$ cat config.mk
export PLATFORM = sky130hd
export DESIGN_NAME = regfile_dump
export DESIGN_NICKNAME = d
export VERILOG_FILES = /design/src/rtl/regfile_dump.sv
export SDC_FILE = /design/constraint.sdc
export NUM_CORES = 1
export LEC_CHECK = 0
export ABC_AREA = 1
export CAP_MARGIN = 20
export CORE_MARGIN = 3
export CORE_UTILIZATION = 51
export DETAILED_ROUTE_END_ITERATION = 12
export PLACE_DENSITY = 0.84
export SETUP_SLACK_MARGIN = 0.3
export SLEW_MARGIN = 30
export SYNTH_ARGS = -nofsm -noshare
export SYNTH_HDL_FRONTEND = slang
export SYNTH_SLANG_ARGS = --single-unit
$ cat constraint.sdc
create_clock -name clk -period 2.1 [get_ports clk]
set_input_delay 0.21 -clock clk [delete_from_list [all_inputs] [get_ports clk]]
set_output_delay 0.21 -clock clk [all_outputs]
set_load 0.01 [all_outputs]
$ cat src/rtl/regfile_dump.sv
// regfile_dump: reads lenght registers and streams each word MSB-first as bytes.
// Define REGFILE_DUMP_CHECKSUM_EN to append an XOR checksum byte to every dump.
module regfile_dump #(
   parameter int width  = 32,
   parameter int lenght = 32,
   parameter int NB     = $clog2(lenght)
) (
   input  logic             clk,
   input  logic             reset,
   input  logic             start,
   output logic [NB-1:0]    reg_addr,
   input  logic [width-1:0] reg_data,
   output logic [7:0]       tx_data,
   output logic             tx_start,
   input  logic             tx_done,
   output logic             busy,
   output logic             done
);
   localparam int NBYTES = width / 8;
   localparam int IW = NBYTES > 1 ? $clog2(NBYTES) : 1;
`ifdef REGFILE_DUMP_CHECKSUM_EN
   typedef enum logic [3:0] {IDLE, ADDR, LOAD, SEND, WAIT, NEXT, CHK_SEND, CHK_WAIT, FINISH} state_t;
   localparam state_t AFTER_LAST = CHK_SEND;
`else
   typedef enum logic [2:0] {IDLE, ADDR, LOAD, SEND, WAIT, NEXT, FINISH} state_t;
   localparam state_t AFTER_LAST = FINISH;
`endif
   state_t state, state_nxt;
   logic [width-1:0] word;
   logic [width-1:0] word_sh;
   logic [IW-1:0] idx;
   logic [7:0] cur_byte;
   logic last_byte, last_reg, accept;
   // Byte idx counts from the MSB end, so shifting left brings it to the top.
   assign word_sh   = word << {idx, 3'b000};
   assign cur_byte  = word_sh[width-1 -: 8];
   assign last_byte = idx == IW'(NBYTES - 1);
   assign last_reg  = reg_addr == NB'(lenght - 1);
   assign accept    = state == IDLE && start;
   assign busy      = state != IDLE && state != FINISH;
   assign done      = state == FINISH;
   always_comb begin
      state_nxt = state;
      case (state)
         IDLE:     state_nxt = start ? ADDR : IDLE;
         ADDR:     state_nxt = LOAD;
         LOAD:     state_nxt = SEND;
         SEND:     state_nxt = WAIT;
         WAIT:     state_nxt = tx_done ? (last_byte ? NEXT : SEND) : WAIT;
         NEXT:     state_nxt = last_reg ? AFTER_LAST : ADDR;
`ifdef REGFILE_DUMP_CHECKSUM_EN
         CHK_SEND: state_nxt = CHK_WAIT;
         CHK_WAIT: state_nxt = tx_done ? FINISH : CHK_WAIT;
`endif
         FINISH:   state_nxt = IDLE;
         default:  state_nxt = IDLE;
      endcase
   end
   always_ff @(posedge clk) begin
      if (reset) begin
         state    <= IDLE;
         reg_addr <= '0;
         idx      <= '0;
         word     <= '0;
      end else begin
         state <= state_nxt;
         if (accept) begin
            reg_addr <= '0;
            idx      <= '0;
         end
         if (state == LOAD) word <= reg_data;
         if (state == WAIT && tx_done) idx <= last_byte ? '0 : idx + 1'b1;
         if (state == NEXT && !last_reg) reg_addr <= reg_addr + 1'b1;
      end
   end
`ifdef REGFILE_DUMP_CHECKSUM_EN
   logic [7:0] chk;
   always_ff @(posedge clk) begin
      if (reset || accept) chk <= '0;
      else if (state == SEND) chk <= chk ^ cur_byte;
   end
   assign tx_start = state == SEND || state == CHK_SEND;
   assign tx_data  = (state == CHK_SEND || state == CHK_WAIT) ? chk : cur_byte;
`else
   assign tx_start = state == SEND;
   assign tx_data  = cur_byte;
`endif
endmodule

Yosys cells after proc, flatten, opt, wreduce, memory -nomap -nowiden
Cells that the tools add are included.
{"block": "classes", "n_addsub": 2, "n_eq_ne": 9, "n_shift": 1, "mux": 10, "reduce_logical": 9}
{"cell": "$shl A32 B5 Y32", "n": 1}
{"cell": "$pmux W3 S6", "n": 1}
{"cell": "$mux W5", "n": 2}
{"cell": "$eq A3 B3 Y1 const B", "n": 3}
{"cell": "$mux W3", "n": 3}
{"cell": "$eq A3 B2 Y1 const B", "n": 2}
{"cell": "$mux W2", "n": 3}
{"cell": "$add A5 B1 Y5 const B", "n": 1}
{"cell": "$eq A5 B5 Y1 const B", "n": 1}
{"cell": "$logic_and A1 B1 Y1", "n": 4}
{"cell": "$reduce_bool A2 Y1", "n": 2}
{"cell": "$eq A3 B1 Y1 const B", "n": 1}
{"cell": "$logic_not A3 Y1", "n": 1}
{"cell": "$ne A3 B3 Y1 const B", "n": 1}
{"cell": "$reduce_bool A3 Y1", "n": 1}
{"cell": "$add A2 B1 Y2 const B", "n": 1}
{"cell": "$eq A2 B2 Y1 const B", "n": 1}
{"cell": "$logic_not A1 Y1", "n": 1}
{"cell": "$mux W1", "n": 1}
{"block": "word_totals", "register_bits": 42, "input_bits": 36, "out_inout_bits": 16, "wordCells": 35}

Logic depth before layout (Yosys ltp)
Gate-level depths: netlist of the first run.
{"block": "depth", "ltp_word": 4, "mapped_depth": 8, "mapped_depth_nobuf": 8}

Least setup slack after synthesis of the first run
Ideal clock, no wire load.
{"block": "synth_timing", "path_type": "flip-flop to flip-flop", "from": "reg reg_addr[0]", "to": "reg reg_addr[3]", "setup_ns": 0.070, "arrival_ns": 1.367, "required_time_ns": 2.030, "slack_ns": 0.663, "path_stages_with_launch": 8, "path_buffers": 0, "period_less_slack_ns": 1.437, "path_cell_list": "dfxtp_1 -> ha_1 -> nand2_1 -> nor2_1 -> ha_1 -> nor3_2 -> nand3_1 -> a21oi_1"}
{"block": "synth_between", "elab_chain_len": 4, "word_cells_on_any_way": 6, "classes_between": "add/sub (1); eq/ne (1); mux (1); reduce/logical (3)"}
{"item": "from (decl)", "line_no": "11", "rtl": "output logic [NB-1:0] reg_addr,"}
{"item": "from (signal assigned)", "line_no": "73", "rtl": "if (state == NEXT && !last_reg) reg_addr <= reg_addr + 1'b1;"}
{"item": "branches (longest 4 deep; another with $add A5 B1 Y5)"}
Parallel ways; which one is timed is not known.
A chain may end at the register's enable or synchronous reset.

Final worst setup path of the first run
{"block": "layout_timing", "from": "reg state[0]", "to": "out busy"}
{"block": "layout_between", "elab_chain_len": 2, "word_cells_on_any_way": 3, "classes_between": "eq/ne (1); reduce/logical (2)"}
{"item": "from (decl)", "line_no": "28", "rtl": "state_t state, state_nxt;"}
{"item": "from (signal assigned)", "line_no": "66", "rtl": "state <= state_nxt;"}
{"item": "$ne A3 B3 Y1 or $reduce_bool A3 Y1 (tied branches)", "line_no": "40", "rtl": "assign busy = state != IDLE && state != FINISH;"}
{"item": "$logic_and A1 B1 Y1 *", "line_no": "40"}
{"item": "to (decl)", "line_no": "16", "rtl": "output logic busy,"}
Mark *: on every way between the ends. The rest lies on a longest branch, timed or not.

==> results.cfg, run 1 <==
[finish]
nFillCells = 308
final_cells = 361
area_growth_pct = 34.58
fin_area_um2 = 2561
utilization_pct = 73.85
layout.nets = 353
multi_input_area_um2 = 915.9
diodes = 0
final-seq-area_um2 = 844.6
drive_above_1_share_pct = 8.254

[route]
wl_um = 4929
final_antenna_net_count = 0
vias_per_cell = 5.338
vias = 1927
drtIter0Drc = 157
dr.pass1.iters = 4
route.detailed.drc = 0
wl_per_cell_um = 13.65

[clock_network]
clock_latency_ps = 300
cts_buffer_depth = 2
root_buffer = clkbuf_8
clk_pin_slew_worst_paths_ps = 80
cts-buffers-inserted = 5
cts_tree = yes
cts_max_level = 2
cts_sinks = 42
post_cts.repair.setup_buffers = 0

[synth]
synthesis.area_um2 = 1903
yosysSeqAreaShare_pct = 44.18
synthTopCellsByArea = dfxtp_1 44%, a21oi_1 16%, nand3_1 10%, nand2_1 9.7%, inv_1 3.7%
synth_top_area_share_pct = 44.18
synth-seq-cells = 42
synth_cell_types = 18
synth_fa_ha_area_share_pct = 1.972
synthSimpleGateAreaFrac_pct = 24.06
synth_top_family_by_area = simple AND/OR/NAND/NOR gates
synth.avg_cell_area_um2 = 7.128
netlist_instances = 267
synth_xor_area_share_pct = 0
synth.area.mux_share_pct = 0
yosysWarningCount = 0
synth_compound_area_share_pct = 21.70
syn_nets = 306
yosysTopAreaCell = dfxtp_1

[sta]
setup_tns_ps = 0
slew_headroom_pct = 70.34
rsz0062_at_grt = false
fin_worst_skew_ps = 5.017
setup_viol = 0
max_freq_mhz = 582.8
tightest_slew_ps = 443.8
min_period_over_period_pct = 81.71
slew_violations = 0
period_minus_slack_ps = 1716
hold_viol_final = 0
worst_hold_slack_ps = 462.8

[pwr]
p_leak_nw = 1.009
vdd_drop_max_mv = 0.4833
p_per_area_nw_per_um2 = 757.8

[floorplanning]
start_util_pct = 54.87
coreArea_um2 = 3468
pin_count = 52
die_width_um = 67.09
dieHeight_um = 67.09
die-area_um2 = 4500
std_cell_rows = 21

[status]
status = complete, no violations

[placement]
io_buffers = 51
dp.cells = 353
dp_hpwl_um = 3520
dpl_cell_area_um2 = 2450
gp_congestion = 0.8694

[grt]
grt_start_max_net_pins = 31
grt_pass1_wl_um = 8204
overflow = 0
grt_use_total_pct = 24.33
antenna_found_initial = 0
grt_pass1_vias = 1768

[flow_run]
drv_cap = 0

[setup_path]
r2r_slack_ps = 500
required_ps = 1890
endpoint_kind = primary output
cp-start-kind = register
rr_worst_depth = 7
reg2reg_from = reg_addr[0]
worstPathArrival_ps = 1510
timing.rr.end = reg_addr[2]
cp_max_fo = 6
setup.worst_path.class = reg2out

[hold_path]
hold_path_startpoint = word[9]
hold_end = word[9]
holdCritPathClass = reg2reg
whs_path_depth = 2
cells in the mapped netlist (all sizes together):
cell type and count:
nand3 39, nand4 1, nor3 2, nand2 49
dfxtp 42, buf 12, a21boi 1, inv 20
o21ai 19, nor2 12, ha 3, a21oi 62
clkbuf 5
routing by layer:
metal | vias to the layer above | GRT usage [%] | part of all wire [%] | routed length (um)
li1 | 992 | - | - | -
met4 | 0 | 11.39 | 2.2 | 106
met5 | - | 0 | 0 | 0
met1 | 862 | 32.23 | 46 | 2269
met3 | 9 | 4.722 | 6.0 | 297
met2 | 64 | 37.67 | 46 | 2255
timing repair:
action                                  CTS  global route
endpoints found under the setup margin   10             2
resized for setup                        18             3
hold buffers                              0             0
hold endpoints to repair                  0             0
report_power, final:
part | switching [mW] | internal [mW]
logic | 0.220 | 0.181
clock network | 0.280 | 0.350
registers | 0.0453 | 0.864
total | 0.545 | 1.40
registers in the layout (all words and copies together) (netlist names):
signal / count
idx: 2
reg_addr: 5
state: 3
word: 32
worst max-delay path by stage:
stage	end	cells after the start	startpoint	slack (ps)
floorplan	reg_addr[3]	7	reg_addr[0]	660
global placement	tx_data[0]	5	idx[0]	370
detailed placement	tx_data[3]	5	idx[0]	360
CTS	busy	3	state[0]	320
global route	reg_addr[1]	7	reg_addr[0]	300
finish	busy	3	state[0]	380
stage by stage:
stage          power [mW]  setup slack (ps)
2_1_floorplan       1.147             663.0
3_3_place_gp        1.320             366.5
3_5_place_dp        1.328             356.7
4_1_cts             1.946             317.7
5_1_grt             2.038             304.2
6_report            1.941             384.0
area by class of cell:
cell class                      instances  share of cell area [%]
Inverter                               20                   3.029
Sequential cell                        42                   32.98
Tap cell                               46                   2.247
Clock inverter                          3                   1.563
Multi-Input combinational cell        188                   35.76
Clock buffer                            5                   2.687
Timing Repair Buffer                   57                   21.74
logic make-up after synthesis:
| kind of cell | count (synthesis) |
|---|---|
| AOI/OAI and AO/OA | 82 |
| buffers and inverters | 37 |
| DFF | 42 |
| and+or+nand+nor | 103 |
| adders and majority gates | 3 |
worst max-delay path: stages, from the launching register on:
cell and delay (ps):
dfxtp_2 420, nor2_2 100, a21oi_1 150, clkdlybuf4s50_1 550
cell usage in the layout (no fill, tap or decap), types with 2 or more instances in the layout:
cell / n
ha_1: 3
inv_1: 16
inv_2: 3
nand2_1: 49
dfxtp_2: 3
clkinv_2: 2
a21oi_1: 62
nand3_1: 38
dlygate4sd2_1: 9
clkdlybuf4s50_1: 42
nor3_2: 2
o21ai_1: 11
o21ai_0: 8
buf_4: 5
dfxtp_1: 39
nor2_1: 10
clkbuf_8: 5
Note: power is estimated with default switching activity, not from simulation.
==> run 2: changes to the inputs <==
--- a/config.mk
+++ b/config.mk
@@ -8,9 +8,9 @@
 export ABC_AREA = 1
 export CAP_MARGIN = 20
 export CORE_MARGIN = 3
-export CORE_UTILIZATION = 51
+export CORE_UTILIZATION = 43
 export DETAILED_ROUTE_END_ITERATION = 12
-export PLACE_DENSITY = 0.84
+export PLACE_DENSITY = 0.75
 export SETUP_SLACK_MARGIN = 0.3
 export SLEW_MARGIN = 30
 export SYNTH_ARGS = -nofsm -noshare
==> constraint.sdc (replaced) <==
create_clock -name clk -period 1.39 [get_ports clk]
set_input_delay 0.139 -clock clk [delete_from_list [all_inputs] [get_ports clk]]
set_output_delay 0.139 -clock clk [all_outputs]
set_load 0.01 [all_outputs]
==> results.cfg, run 2 (synthesis gave the netlist of run 1 again) <==
[pwr]
p_leak_nw = 1.412
p_per_area_nw_per_um2 = 1005
finalPower_mw = 3.911
vdd_drop_max_mv = 0.7717

[setup_path]
worstPathCellList = inv_4, buf_8, o21ai_2, a21oi_2, a21oi_2, buf_2
setup.worst_path.class = reg2out
critPathSlowestCell = dfxtp_2
max_stage_delay_ps = 360
required_ps = 1250
endpoint_kind = primary output
r2r_slack_ps = -150
reg2reg_from = reg_addr[1]
rr_worst_depth = 7
cp-start-kind = register
cp_common_cell = a21oi_2
worstPathArrival_ps = 1500
timing.rr.end = reg_addr[2]
cp_max_fo = 7

[route]
dr.pass1.iters = 8
wl_met2_um = 5315
vias = 2823
wl_met3_um = 1404
wl_per_cell_um = 28.48
route.detailed.drc = 0
top_layer_used = met4
vias_per_cell = 6.919
wl_met1_um = 3818
drtIter0Drc = 424
final_antenna_net_count = 0
wl_um = 11620

[finish]
mostFrequentLayoutCells = 47 x a21oi_2, 39 x nand2_1, 35 x clkdlybuf4s50_1
reg_top3 = word x32, reg_addr x5, state x3
regMostFlops = word
drive_above_1_share_pct = 58.10
largest_register_ff_count = 32
layout_commonest_cell = a21oi_2
final_cells = 408
diodes = 0
area_growth_pct = 104.5
layout.nets = 396
fin_area_um2 = 3891

[placement]
io_buffers = 51
dp_hpwl_um = 3680
gp_congestion = 0.8206
dp.cells = 369
dpl_cell_area_um2 = 2634
place_ws_ps = -138.3

[clock_network]
root_buffer = clkbuf_8
cts_max_level = 2
cts_tree = yes
cts_buffer_depth = 2
cts-buffers-inserted = 5
clk_pin_slew_worst_paths_ps = 100
clock_latency_ps = 310
cts_sinks = 42
ctsHoldBuffers = 0

[sta]
max_freq_mhz = 611.7
setup_slack_ps = -244.8
setup_tns_ps = -2819
hold_viol_final = 0
slew_headroom_pct = 51.27
period_minus_slack_ps = 1635
rsz0062_at_grt = true
min_period_over_period_pct = 117.6
tightest_slew_ps = 730.1
fin_worst_skew_ps = 13.26
slew_violations = 0
setup_viol = 40

[floorplanning]
pin_count = 52
die-area_um2 = 5260
start_util_pct = 45.92
die_width_um = 72.53
coreArea_um2 = 4144
dieHeight_um = 72.53
std_cell_rows = 23

[grt]
grt_pass1_vias = 2557
grt_use_total_pct = 34.52
antenna_found_initial = 0
overflow = 0
grt_pass1_wl_um = 13690
grt_start_max_net_pins = 31

[hold_path]
holdCritPathClass = in2reg
hold_path_startpoint = reg_data[28]
whs_path_depth = 3
hold_end = word[28]

[status]
violations = negative setup slack
status = complete, but fails checks

[flow_run]
drv_cap = 0
## run 2: changes by cell type in the layout (fill, tap and decap cells not counted), moves of 9 or more
| cell | before | now |
|---|---|---|
| dlygate4sd2_1 | 9 | 0 |
| buf_6 | 0 | 14 |
| nand3_2 | 1 | 25 |
| buf_2 | 0 | 12 |
| nand3_1 | 38 | 7 |
| buf_4 | 5 | 17 |
| o21ai_2 | 0 | 9 |
| o21ai_1 | 11 | 1 |
| a21oi_1 | 62 | 10 |
| a21oi_2 | 0 | 47 |
| nand2_1 | 49 | 39 |
## run 2: repair_timing
| action | 4_1_cts | 5_1_grt |
|---|---|---|
| cloned | 11 | 0 |
| pin swaps | 33 | 21 |
| resized for setup | 196 | 69 |
| setup endpoints to repair | 58 | 56 |
| buffers inserted | 18 | 2 |
## run 2: worst max-delay path by stage
| stage | start | to | slack (ps) | cells after the start |
|---|---|---|---|---|
| floorplan | reg_addr[1] | reg_addr[3] | 130 | 7 |
| global placement | idx[0] | tx_data[4] | -100 | 5 |
| detailed placement | idx[0] | tx_data[6] | -140 | 5 |
| CTS | reg_addr[0] | reg_addr[3] | -10 | 7 |
| global route | idx[1] | tx_data[5] | -230 | 6 |
| finish | idx[1] | tx_data[5] | -240 | 6 |
## run 2: worst max-delay path, delay by kind of cell, from the launching register on
family          cells  cell delay (ps)
compound gates      3              430
buf+inv             3              400
flops               1              360
## run 2: report_power, final
group	internal, mW	switching, mW
clock	0.467	0.502
sequential	1.30	0.113
combinational	0.721	0.805
## run 2: stage by stage
| stage | util, % | hold slack [ps] |
|---|---|---|
| final | 93.90 | 402.7 |
| after global placement | 63.56 | 448.5 |
| after floorplan | - | 303.3 |
| after global routing | 93.90 | 418.5 |
| after detailed placement | 63.56 | 447.7 |
| after CTS | 86.02 | 410.3 |
## run 2: final cells by class
| type | count | area (um^2) |
|---|---|---|
| Clock inverter | 1 | 6.256 |
| Clock buffer | 7 | 97.59 |
| Sequential cell | 42 | 868.3 |
| Fill cell | 115 | 252.7 |
| Multi-Input combinational cell | 189 | 1642 |
| Inverter | 20 | 97.59 |
| Timing Repair Buffer | 98 | 1111 |
| Timing Repair inverter | 1 | 6.256 |
| Tap cell | 50 | 62.56 |
## run 2: metal layers
metal	up-vias	global-route usage, %
li1	1104	-
met1	1272	41.15
met2	328	58.82
met3	119	6.094
met4	0	18.03
met5	-	0
==> run 3: changes to the inputs <==
--- a/config.mk
+++ b/config.mk
@@ -12,6 +12,7 @@
 export DETAILED_ROUTE_END_ITERATION = 12
 export PLACE_DENSITY = 0.75
 export SETUP_SLACK_MARGIN = 0.3
+export SKIP_CTS_REPAIR_TIMING = 1
 export SLEW_MARGIN = 30
 export SYNTH_ARGS = -nofsm -noshare
 export SYNTH_HDL_FRONTEND = slang
==> results.cfg, run 3 (synthesis gave the netlist of run 1 again) <==
[sta]
max_freq_mhz = 677.5
rsz0062_at_grt = true
slew_violations = 0
setup_viol = 13
period_minus_slack_ps = 1476
setup_slack_ps = -85.93
min_period_over_period_pct = 106.2
tightest_slew_ps = 584.7
slew_headroom_pct = 60.98
worst_hold_slack_ps = 404.0
fin_worst_skew_ps = 6.230
hold_viol_final = 0

[pwr]
p_clk_share_pct = 26.5
p_leak_nw = 1.361
p_sw_mw = 1.156
pwr-share-comb_pct = 32.8
p_int_mw = 2.311
vdd_drop_max_mv = 0.8001
seqPwrFrac_pct = 40.8
switching_share_pct = 33.34
p_per_area_nw_per_um2 = 988.0

[placement]
dp_hpwl_um = 3680
dpl_cell_area_um2 = 2634
gp_congestion = 0.8206
io_buffers = 51

[setup_path]
worstPathArrival_ps = 1710
required_ps = 1620
crit_buf_inv = 0
critPathSlowestCell = dfxtp_4
max_stage_delay_ps = 370
cp_top_family = simple AND/OR/NAND/NOR gates
cp_max_fo = 6
cp-start-kind = register
worstPathCellList = ha_4, nand2_4, nor2_4, ha_4, nor3_4, nand3_1, a21oi_1
cp_common_cell = ha_4
setup.worst_path.class = reg2reg
endpoint_kind = register

[finish]
fin_area_um2 = 3508
drive_above_1_share_pct = 50.29
layout.nets = 382
diodes = 0
nFillCells = 219
mostFrequentLayoutCells = 39 x a21oi_2, 35 x clkdlybuf4s50_1, 32 x dfxtp_1
layout_commonest_cell = a21oi_2
largest_register_ff_count = 32
area_growth_pct = 84.35
regMostFlops = word
reg_top3 = word x32, reg_addr x5, state x3

[grt]
grt_pass1_wl_um = 8335
grt_use_total_pct = 20.18
grt_start_max_net_pins = 31
grt_pass1_vias = 1821
overflow = 0
antenna_found_initial = 0

[floorplanning]
dieHeight_um = 72.53
pin_count = 52
die-area_um2 = 5260
start_util_pct = 45.92
coreArea_um2 = 4144
std_cell_rows = 23
die_width_um = 72.53

[route]
route.detailed.drc = 0
final_antenna_net_count = 0
dr.pass1.iters = 5
drtIter0Drc = 217
vias = 2396
wl_um = 7783
vias_per_cell = 6.081
wl_per_cell_um = 19.75

[clock_network]
cts_tree = yes
clk_pin_slew_worst_paths_ps = 90
cts-buffers-inserted = 5
clock_latency_ps = 300
cts_sinks = 42
cts_max_level = 2
cts_buffer_depth = 2
root_buffer = clkbuf_8

[status]
status = complete, but fails checks
violations = negative setup slack

[flow_run]
drv_cap = 0

[hold_path]
holdCritPathClass = in2reg
run 3: changes by cell type in the layout (fill, tap and decap cells not counted), moves of 6 or more:
cell and delta:
a21oi_2 -8, nand3_1 +18, buf_16 -7, nand2_4 +12, nand2_1 -16, a21oi_1 +13
nand3_2 -15, o21ai_4 -7, buf_4 -6
run 3: final cells by class:
cell class | count | area (um^2) | share of cell area (%)
Inverter | 20 | 90.09 | 2.568
Multi-Input combinational cell | 189 | 1475 | 42.05
Tap cell | 50 | 62.56 | 1.783
Sequential cell | 42 | 865.8 | 24.68
Clock buffer | 7 | 97.59 | 2.782
Timing Repair Buffer | 85 | 910.9 | 25.96
Clock inverter | 1 | 6.256 | 0.1783
run 3: power by group through the flow:
| stage | clock network (mW) | registers, mW | logic [mW] |
|---|---|---|---|
| after global placement | 0 | 1.38 | 0.685 |
| after detailed placement | 0 | 1.38 | 0.693 |
| final | 0.917 | 1.41 | 1.14 |
| after global routing | 0.962 | 1.42 | 1.19 |
| after CTS | 0.889 | 1.36 | 0.698 |
| after floorplan | 0 | 1.38 | 0.390 |
run 3: final timing paths:
kind	start	end	slack, ps	cells past startpoint
worst max register to register	reg_addr[0]	reg_addr[3]	-90	7
worst min-delay path	reg_data[14]	word[14]	400	3
worst min register to register	word[16]	word[16]	490	2
worst max-delay path	reg_addr[0]	reg_addr[3]	-90	7
run 3: layer usage:
metal | GRT usage (%) | vias up | part of all wire [%]
met5 | 0 | - | 0
met1 | 29.25 | 1150 | 41
li1 | - | 1056 | -
met4 | 6.148 | 0 | 3.9
met3 | 2.909 | 35 | 6.4
met2 | 30.96 | 155 | 48
run 3: metrics by stage:
| step | TNS, ps | power, mW | util, % | setup WS [ps] | instances |
|---|---|---|---|---|---|
| final | -614.2 | 3.466 | 84.66 | -85.93 | 394 |
| after detailed placement | -929.8 | 2.077 | 63.56 | -138.3 | 369 |
| after global placement | -725.7 | 2.070 | 63.56 | -102.6 | 369 |
| after floorplan | 0 | 1.765 | - | 133.7 | 267 |
| after global routing | -1217 | 3.578 | 84.66 | -190.9 | 394 |
| after CTS | -4443 | 2.945 | 66.06 | -458.8 | 377 |
run 3: worst reg2reg max path, delay by kind of cell (launching register included):
| kind | cells | cell delay (ps) |
|---|---|---|
| AOI/OAI and AO/OA | 1 | 150 |
| adders and majority gates | 2 | 350 |
| DFF | 1 | 370 |
| and+or+nand+nor | 4 | 550 |
